[src/rtl/if_id_pkg.sv]
// if_id_pkg: instruction field helpers, opcodes and FSM/EX-shadow types for if_id_ctrl.
package if_id_pkg;
   localparam logic [5:0] OP_R     = 6'h00;
   localparam logic [5:0] OP_LOAD  = 6'h23;
   localparam logic [5:0] OP_STORE = 6'h2B;
   localparam logic [5:0] OP_BEQ   = 6'h04;
   localparam logic [5:0] OP_BNE   = 6'h05;
   localparam logic [5:0] OP_JMP   = 6'h02;
   localparam logic [31:0] NOP     = 32'h0;

   typedef enum logic [1:0] {RUN, STALL, FLUSH} state_t;

   // Only the fields the hazard check needs are kept for the instruction in EX.
   typedef struct packed {
      logic       valid;
      logic [5:0] op;
      logic [4:0] rd;
   } ex_t;

   function automatic logic [5:0] op_f(input logic [31:0] i);
      return i[31:26];
   endfunction

   function automatic logic [4:0] rd_f(input logic [31:0] i);
      return i[25:21];
   endfunction

   function automatic logic [4:0] rs1_f(input logic [31:0] i);
      return i[20:16];
   endfunction

   function automatic logic [4:0] rs2_f(input logic [31:0] i);
      return i[15:11];
   endfunction

   function automatic logic uses_rs2(input logic [5:0] op);
      return op == OP_R || op == OP_STORE || op == OP_BEQ || op == OP_BNE;
   endfunction
endpackage

[src/rtl/hazard_unit.sv]
// hazard_unit: flags a load in EX whose destination is read by the instruction in ID.
module hazard_unit
   import if_id_pkg::*;
(
   input  ex_t        ex,
   input  logic [5:0] id_op,
   input  logic [4:0] id_rs1,
   input  logic [4:0] id_rs2,
   input  logic       id_valid,
   output logic       hazard
);
   assign hazard = ex.valid && ex.op == OP_LOAD && ex.rd != 5'd0 && id_valid &&
                   (id_rs1 == ex.rd || (uses_rs2(id_op) && id_rs2 == ex.rd));
endmodule

[src/rtl/if_id_ctrl.sv]
// if_id_ctrl: IF/ID register, branch resolve, load-use stall and wrong-path squash.
// Define IF_STATS_EN to add the brCount/stallCount event counters.
module if_id_ctrl
   import if_id_pkg::*;
#(
   parameter int LOAD_STALL  = 1,
   parameter int FLUSH_SLOTS = 1
) (
   input  logic        clk,
   input  logic        rst,
   input  logic [31:0] PC,
   input  logic [31:0] instruction,
   input  logic [31:0] rs1Val,
   input  logic [31:0] rs2Val,
   output logic        brTaken,
   output logic [31:0] brOffset,
   output logic        freeze,
   output logic [31:0] idPC,
   output logic [31:0] idInstr,
   output logic        idValid,
   output logic        issueValid
`ifdef IF_STATS_EN
   ,
   output logic [31:0] brCount,
   output logic [31:0] stallCount
`endif
);
   state_t      state, state_n;
   logic [15:0] cnt, cnt_n;
   ex_t         ex;
   logic        hazard, taken;
   logic [5:0]  op;
   logic [31:0] off;

   assign op = op_f(idInstr);

   hazard_unit u_hazard (
      .ex      (ex),
      .id_op   (op),
      .id_rs1  (rs1_f(idInstr)),
      .id_rs2  (rs2_f(idInstr)),
      .id_valid(idValid),
      .hazard  (hazard)
   );

   always_comb begin
      taken      = op == OP_BEQ ? rs1Val == rs2Val : op == OP_BNE ? rs1Val != rs2Val : op == OP_JMP;
      off        = op == OP_JMP ? {{4{idInstr[25]}}, idInstr[25:0], 2'b00}
                                : {{14{idInstr[15]}}, idInstr[15:0], 2'b00};
      freeze     = state == STALL || (state == RUN && hazard);
      brTaken    = state == RUN && !hazard && idValid && taken;
      brOffset   = brTaken ? off : 32'h0;
      issueValid = !freeze && idValid;
      state_n    = state;
      cnt_n      = cnt;
      if (state == RUN && hazard) begin
         state_n = LOAD_STALL > 1 ? STALL : RUN;
         cnt_n   = 16'(LOAD_STALL - 2);
      end else if (brTaken) begin
         state_n = FLUSH_SLOTS > 1 ? FLUSH : RUN;
         cnt_n   = 16'(FLUSH_SLOTS - 2);
      end else if (state != RUN) begin
         state_n = cnt == 16'd0 ? RUN : state;
         cnt_n   = cnt == 16'd0 ? cnt : cnt - 16'd1;
      end
   end

   always_ff @(posedge clk) begin
      if (rst) begin
         state   <= RUN;
         cnt     <= '0;
         ex      <= '0;
         idPC    <= '0;
         idInstr <= NOP;
         idValid <= 1'b0;
      end else begin
         state <= state_n;
         cnt   <= cnt_n;
         ex    <= issueValid ? '{valid: 1'b1, op: op, rd: rd_f(idInstr)} : '0;
         if (!freeze) begin
            idPC    <= PC;
            idInstr <= brTaken || state == FLUSH ? NOP : instruction;
            idValid <= !(brTaken || state == FLUSH);
         end
      end
   end

`ifdef IF_STATS_EN
   always_ff @(posedge clk) begin
      if (rst) begin
         brCount    <= '0;
         stallCount <= '0;
      end else begin
         brCount    <= brCount + 32'(brTaken);
         stallCount <= stallCount + 32'(freeze);
      end
   end
`endif
endmodule

[config.mk]
export PLATFORM = sky130hd
export DESIGN_NAME = if_id_ctrl
export DESIGN_NICKNAME = d
export VERILOG_FILES = /design/src/rtl/if_id_pkg.sv /design/src/rtl/hazard_unit.sv /design/src/rtl/if_id_ctrl.sv
export SDC_FILE = /design/constraint.sdc
export NUM_CORES = 1
export LEC_CHECK = 0
export ABC_AREA = 1
export CELL_PAD_IN_SITES_DETAIL_PLACEMENT = 0
export CELL_PAD_IN_SITES_GLOBAL_PLACEMENT = 2
export CORE_MARGIN = 1.5
export CORE_UTILIZATION = 18
export DETAILED_ROUTE_END_ITERATION = 10
export HOLD_SLACK_MARGIN = 0.05
export PLACE_DENSITY = 0.89
export SETUP_SLACK_MARGIN = 0.15
export SKIP_CTS_REPAIR_TIMING = 1
export SLEW_MARGIN = 0
export SYNTH_ARGS = -nofsm -noshare
export SYNTH_HDL_FRONTEND = slang
export SYNTH_SLANG_ARGS = --single-unit
[constraint.sdc]
create_clock -name clk -period 2.5 [get_ports clk]
set_input_delay 0.5 -clock clk [delete_from_list [all_inputs] [get_ports clk]]
set_output_delay 0.5 -clock clk [all_outputs]
set_load 0.02 [all_outputs]
==> reports/metrics.csv, run 1 <==
metric;value;unit
total grt overflow;0;
Required @ worst endpoint;2.00;ns
top sig layer;met4;
Core ar.;0.0204;mm²
Synth Area in Adders;0;
Setup-failing EPs final;9;
first-pass GRT wire length;21700;µm
Place WS;-0.885;ns
Clock Latency Late Sink;0.34;ns
FF+latch count, synth;77;
Overall Power;3.57;mW
met3 wire len;1050;µm
VDD IR-drop max;0.304;mV
DRT iter0 DRCs;152;
Highest Clock Rate;0.390;GHz
die area;0.0218;mm²
IO Pins;230;
vias;4261;
final hold vios;0;
Die Width;148;µm
fin. max-slew vios;0;
syn_area_per_cell;6.82;µm²
CTS buffer count;9;
wire length on met2;6900;µm
post-synthesis mux area share;0;
Final Worst Setup Slack;-0.0667;ns
number of routed nets with antenna violations;0;
pwr dens;492;mW/mm²
period utilization;1.03;
xor-xnor portion of the synthesized cell area;0.0676;
RePlAce Congestion;0.741;
buffer depth of the longest clock path;2;
largest net degree at the start of global routing;43;
Cell Area, Synth;0.00376;mm²
Pre-antenna DRT Iters;4;
cells after synthesis;551;
number of diodes;0;
Post-Layout Cell Count;1087;
Worst setup SP type;flip-flop;
critical path type;flip-flop to output port;
Setup crit end kind;output port;
CP arrival;2.07;ns
final net count;942;
H-tree levels;3;
Area Growth Syn to Fin;92.8;%
Post-DP Area;0.00658;mm²
GRT Overall Usage;0.127;
WL/cell;12.9;µm
Synth Area in Compound Gates;0.108;
number of global-route vias before repair;4218;
Port Buffers;227;
final wirelength;14000;µm
CTS tree;done;
Clk pin slew, worst setup/hold paths;0.06;ns
status;finished, violations left;
cell count after placement;1065;
final setup skew;0.00640;ns
Tightest Hold Check Type;flip-flop to flip-flop;
CP Max Fanout;7;
library cells used by synthesis;24;
initial core utilization;0.185;
min Tclk post-route;2.57;ns
vias per cell;3.92;
share of layout cells above drive strength 1;0.191;
drt drc;0;
HPWL Detailed;10500;µm
RSZ-0062 raised after global routing;yes;
FP Rows;52;
initial antenna violation count;0;
final instance area;0.00725;mm²
Leak;3.59;nW
largest family of logic cells by synthesized area;simple AND/OR/NAND/NOR gates;
Die H;148;µm
MaxCap Viol Count;0;
CTS Root Buffer Type;clkbuf_16;
clock sinks;77;
post-synthesis simple-gate area fraction;0.302;
Synth Warn #;0;
violated checks;setup timing;
post-synthesis sequential area ratio;0.410;
DRT met1 WL;5820;µm
## area by class of cell
class                   count  area, µm²
clock inverters             3       67.6
inverters                  61        229
flip-flops and latches     77       1570
clock buffers              13        260
fillers                  2147      13100
repair buffers            283       2840
multi-input cells         380       1950
well taps                 270        338
## through the flow
step                utilization  setup TNS, ns  hold slack (ns)
global route              0.356          -4.42            0.477
CTS                       0.339         -26.79            0.459
detailed placement        0.323         -28.99            0.453
finish                    0.356         -0.377            0.460
global placement          0.323         -28.07            0.447
floorplan                     -              0            0.494
## state kept, by name, summed over array words and instances, names as in the netlist
signal,count
idInstr,32
ex,12
idValid,1
idPC,32
## path summary, 6_finish.rpt
path | start | endpoint | slack (ns) | cells past startpoint
setup / recovery | idInstr[28] | brOffset[27] | -0.07 | 11
hold reg to reg | idPC[30] | idPC[30] | 0.46 | 2
hold / removal | idPC[30] | idPC[30] | 0.46 | 2
setup reg to reg | idInstr[28] | idInstr[18] | 0.58 | 12
## cell usage after synthesis, drive strengths merged
master	count	area, µm²
nand2	167	632
a21oi	77	408
dfxtp	77	1540
inv	61	229
nor2	46	178
nand3	40	205
xnor2	27	236
buf	26	158
clkbuf	8	30.0
or2	7	43.8
nand4	4	25.0
nand2b	3	18.8
nor3	3	15.0
xor2	2	17.5
and2	1	6.26
conb	1	3.75
nor3b	1	12.5
## per-layer routing
| metal | GRT usage | vias up |
|---|---|---|
| met4 | 0.0385 | 0 |
| met3 | 0.0444 | 15 |
| met1 | 0.146 | 1903 |
| li1 | - | 2218 |
| met2 | 0.220 | 125 |
| met5 | 0 | - |
## cell usage in the layout, fill, tap and decap left out, types with 5 or more instances in the layout
master	instances
buf_4	53
nand2_1	162
nand2_2	5
nor2_1	38
or2_2	7
inv_2	5
xnor2_1	24
clkbuf_16	10
inv_1	56
nand3_1	39
dfxtp_2	10
clkbuf_2	11
a21oi_1	69
dfxtp_1	63
buf_6	19
dlymetal6s2s_1	65
clkdlybuf4s50_1	129
a21oi_4	7
## power by group
part           switching, mW  internal, mW  leakage (nW)
Clock                  0.513         0.930         0.156
Sequential            0.0511          1.30         0.645
Combinational          0.340         0.441          2.79
Total                  0.904          2.67          3.59
## cells by family (layout without fill, tap and decap cells)
group           Yosys count  count (layout)
simple gates            272             272
buf+inv                  95             360
flops                    77              77
xor+xnor                 29              29
compound gates           77              77
other cells               1               2
## critical path: stages, from the launching register on
cell     delay (ns)
dfxtp_2        0.34
inv_1          0.09
nor2_2         0.05
nand3_1        0.06
nand3_1        0.12
nand2_1        0.10
nand2_2        0.08
a21oi_4        0.19
nand3_4        0.15
buf_12         0.18
a21oi_4        0.21
buf_6          0.16
Note: power is estimated with default switching activity, not from simulation.
==> inputs of run 2 (changes only) <==
--- a/config.mk
+++ b/config.mk
@@ -10,9 +10,10 @@
 export CELL_PAD_IN_SITES_GLOBAL_PLACEMENT = 2
 export CORE_MARGIN = 1.5
 export CORE_UTILIZATION = 18
+export CTS_CLUSTER_SIZE = 8
 export DETAILED_ROUTE_END_ITERATION = 10
 export HOLD_SLACK_MARGIN = 0.05
-export PLACE_DENSITY = 0.89
+export PLACE_DENSITY = 0.84
 export SETUP_SLACK_MARGIN = 0.15
 export SKIP_CTS_REPAIR_TIMING = 1
 export SLEW_MARGIN = 0
==> run 2 against run 1 <==
  * Critical path type unchanged
  * Combinational power is 2% higher
  * Sequential share of layout area is 0.26 points lower
  * First-iteration DRC count is 29% lower
  * Hold slack worse by 0.013 ns
  * Sequential power hardly changed
  * Maximum frequency is 3.7% lower
  * Non-clock buffer count is 1 higher
  * Flip-flop and latch count stayed put
  * Design area is 0.16% higher
  * Core utilization is 0.055 points higher
  * Worst setup slack worse by 0.10 ns
  * The flow still finishes with violations (setup timing)
==> reports/metrics.csv, run 2 (synthesized netlist as in run 1, its figures left out) <==
metric;value;unit
status;finished, violations left;
violated checks;setup timing;
CTS tree;done;
Die H;148;µm
initial antenna violation count;1;
Port Buffers;227;
Worst setup SP type;flip-flop;
largest registers;idInstr (32), idPC (32), ex (12);
Setup-failing EPs final;31;
Required @ worst endpoint;2.00;ns
pwr dens;464;mW/mm²
H-tree levels;3;
vias per cell;3.94;
RePlAce Congestion;0.738;
top sig layer;met5;
final hold vios;0;
Final Worst Setup Slack;-0.167;ns
first-pass GRT wire length;21800;µm
critical path type;flip-flop to output port;
final wirelength;14200;µm
Post-Layout Cell Count;1088;
Pre-antenna DRT Iters;4;
final setup skew;0.00882;ns
Die Width;148;µm
CP arrival;2.17;ns
initial core utilization;0.185;
Highest Clock Rate;0.375;GHz
FP Rows;52;
die area;0.0218;mm²
Clock Latency Late Sink;0.34;ns
setup TNS;-2.70;ns
DRT iter0 DRCs;108;
Setup crit end kind;output port;
clock sinks;77;
cell count after placement;1065;
CTS Root Buffer Type;clkbuf_16;
period utilization;1.07;
IO Pins;230;
total grt overflow;0;
# fillers;2165;
min Tclk post-route;2.67;ns
fin. max-slew vios;0;
commonest non-fill, non-tap cell in the layout;nand2_1;
MaxCap Viol Count;0;
Place WS;-0.898;ns
VDD IR-drop max;0.340;mV
area of the multi-input gates;0.00193;mm²
DRT met1 WL;5960;µm
most frequent cells in the layout;162 x nand2_1, 129 x clkdlybuf4s50_1, 68 x dfxtp_1, 66 x a21oi_1, 63 x dlymetal6s2s_1;
number of routed nets with antenna violations;0;
share of layout cells above drive strength 1;0.199;
RSZ-0062 raised after global routing;yes;
Hold Slack;0.447;ns
Core ar.;0.0204;mm²
CP Max Fanout;5;
largest net degree at the start of global routing;65;
GRT Overall Usage;0.128;
Sequential Area;0.00155;mm²
vias;4282;
final net count;943;
drt drc;0;
wire length on met2;6960;µm
WL/cell;13.0;µm
Clk pin slew, worst setup/hold paths;0.06;ns
number of diodes;0;
Tightest Hold Check Type;input pin to flip-flop;
number of global-route vias before repair;4161;
HPWL Detailed;10600;µm
CTS buffer count;9;
buffer depth of the longest clock path;2;
Area Growth Syn to Fin;93.1;%
met3 wire len;1010;µm
Leak;3.56;nW
run 2: changes by cell type in the layout (fill, tap and decap cells not counted), sizes merged:
cell | before | now
clkinv | 0 | 4
bufinv | 2 | 0
buf | 77 | 90
clkinvlp | 1 | 0
dlymetal6s2s | 65 | 63
clkbuf | 25 | 14
run 2: final cells by class:
class,instances,area share
clock buffer,12,0.0339
clock inverter,4,0.00327
inverter,61,0.0315
multi-input combinational,380,0.266
sequential,77,0.214
tap,270,0.0465
timing repair buffer,284,0.405
run 2: power breakdown:
group	switching (mW)	internal [mW]	leakage [nW]
logic	0.345	0.451	2.78
registers	0.0485	1.30	0.642
clock network	0.529	0.697	0.136
run 2: per-stage QoR:
step                      instance area [µm²]   util  power [mW]
after CTS                                6890  0.338        3.40
after global placement                   6620  0.325        2.15
after detailed placement                 6620  0.325        2.15
after global routing                     7260  0.357        3.55
final                                    7260  0.357        3.37
after floorplan                          3780      -        1.67
run 2: worst paths after layout:
| kind | from | end | slack [ns] | cells past startpoint |
|---|---|---|---|---|
| setup / recovery | ex[2] | brOffset[29] | -0.17 | 11 |
| hold / removal | rst | idValid | 0.45 | 4 |
| setup reg to reg | ex[2] | idInstr[25] | 0.47 | 13 |
| hold reg to reg | idPC[26] | idPC[26] | 0.46 | 2 |
run 2: worst max-delay path, cell delays in order (launching register included):
cell and delay [ns]:
dfxtp_2 0.34, buf_6 0.10, xor2_1 0.14, a21oi_1 0.05, nand3_1 0.10, nand2_2 0.08, buf_12 0.13, a21oi_4 0.18
nand3_4 0.16, buf_8 0.18, a21oi_4 0.21, buf_6 0.15
run 2: routing by layer:
metal  track usage  vias up
li1              -     2225
met1         0.152     1919
met2         0.217      118
met3        0.0404       18
met4        0.0450        2
met5             0        -
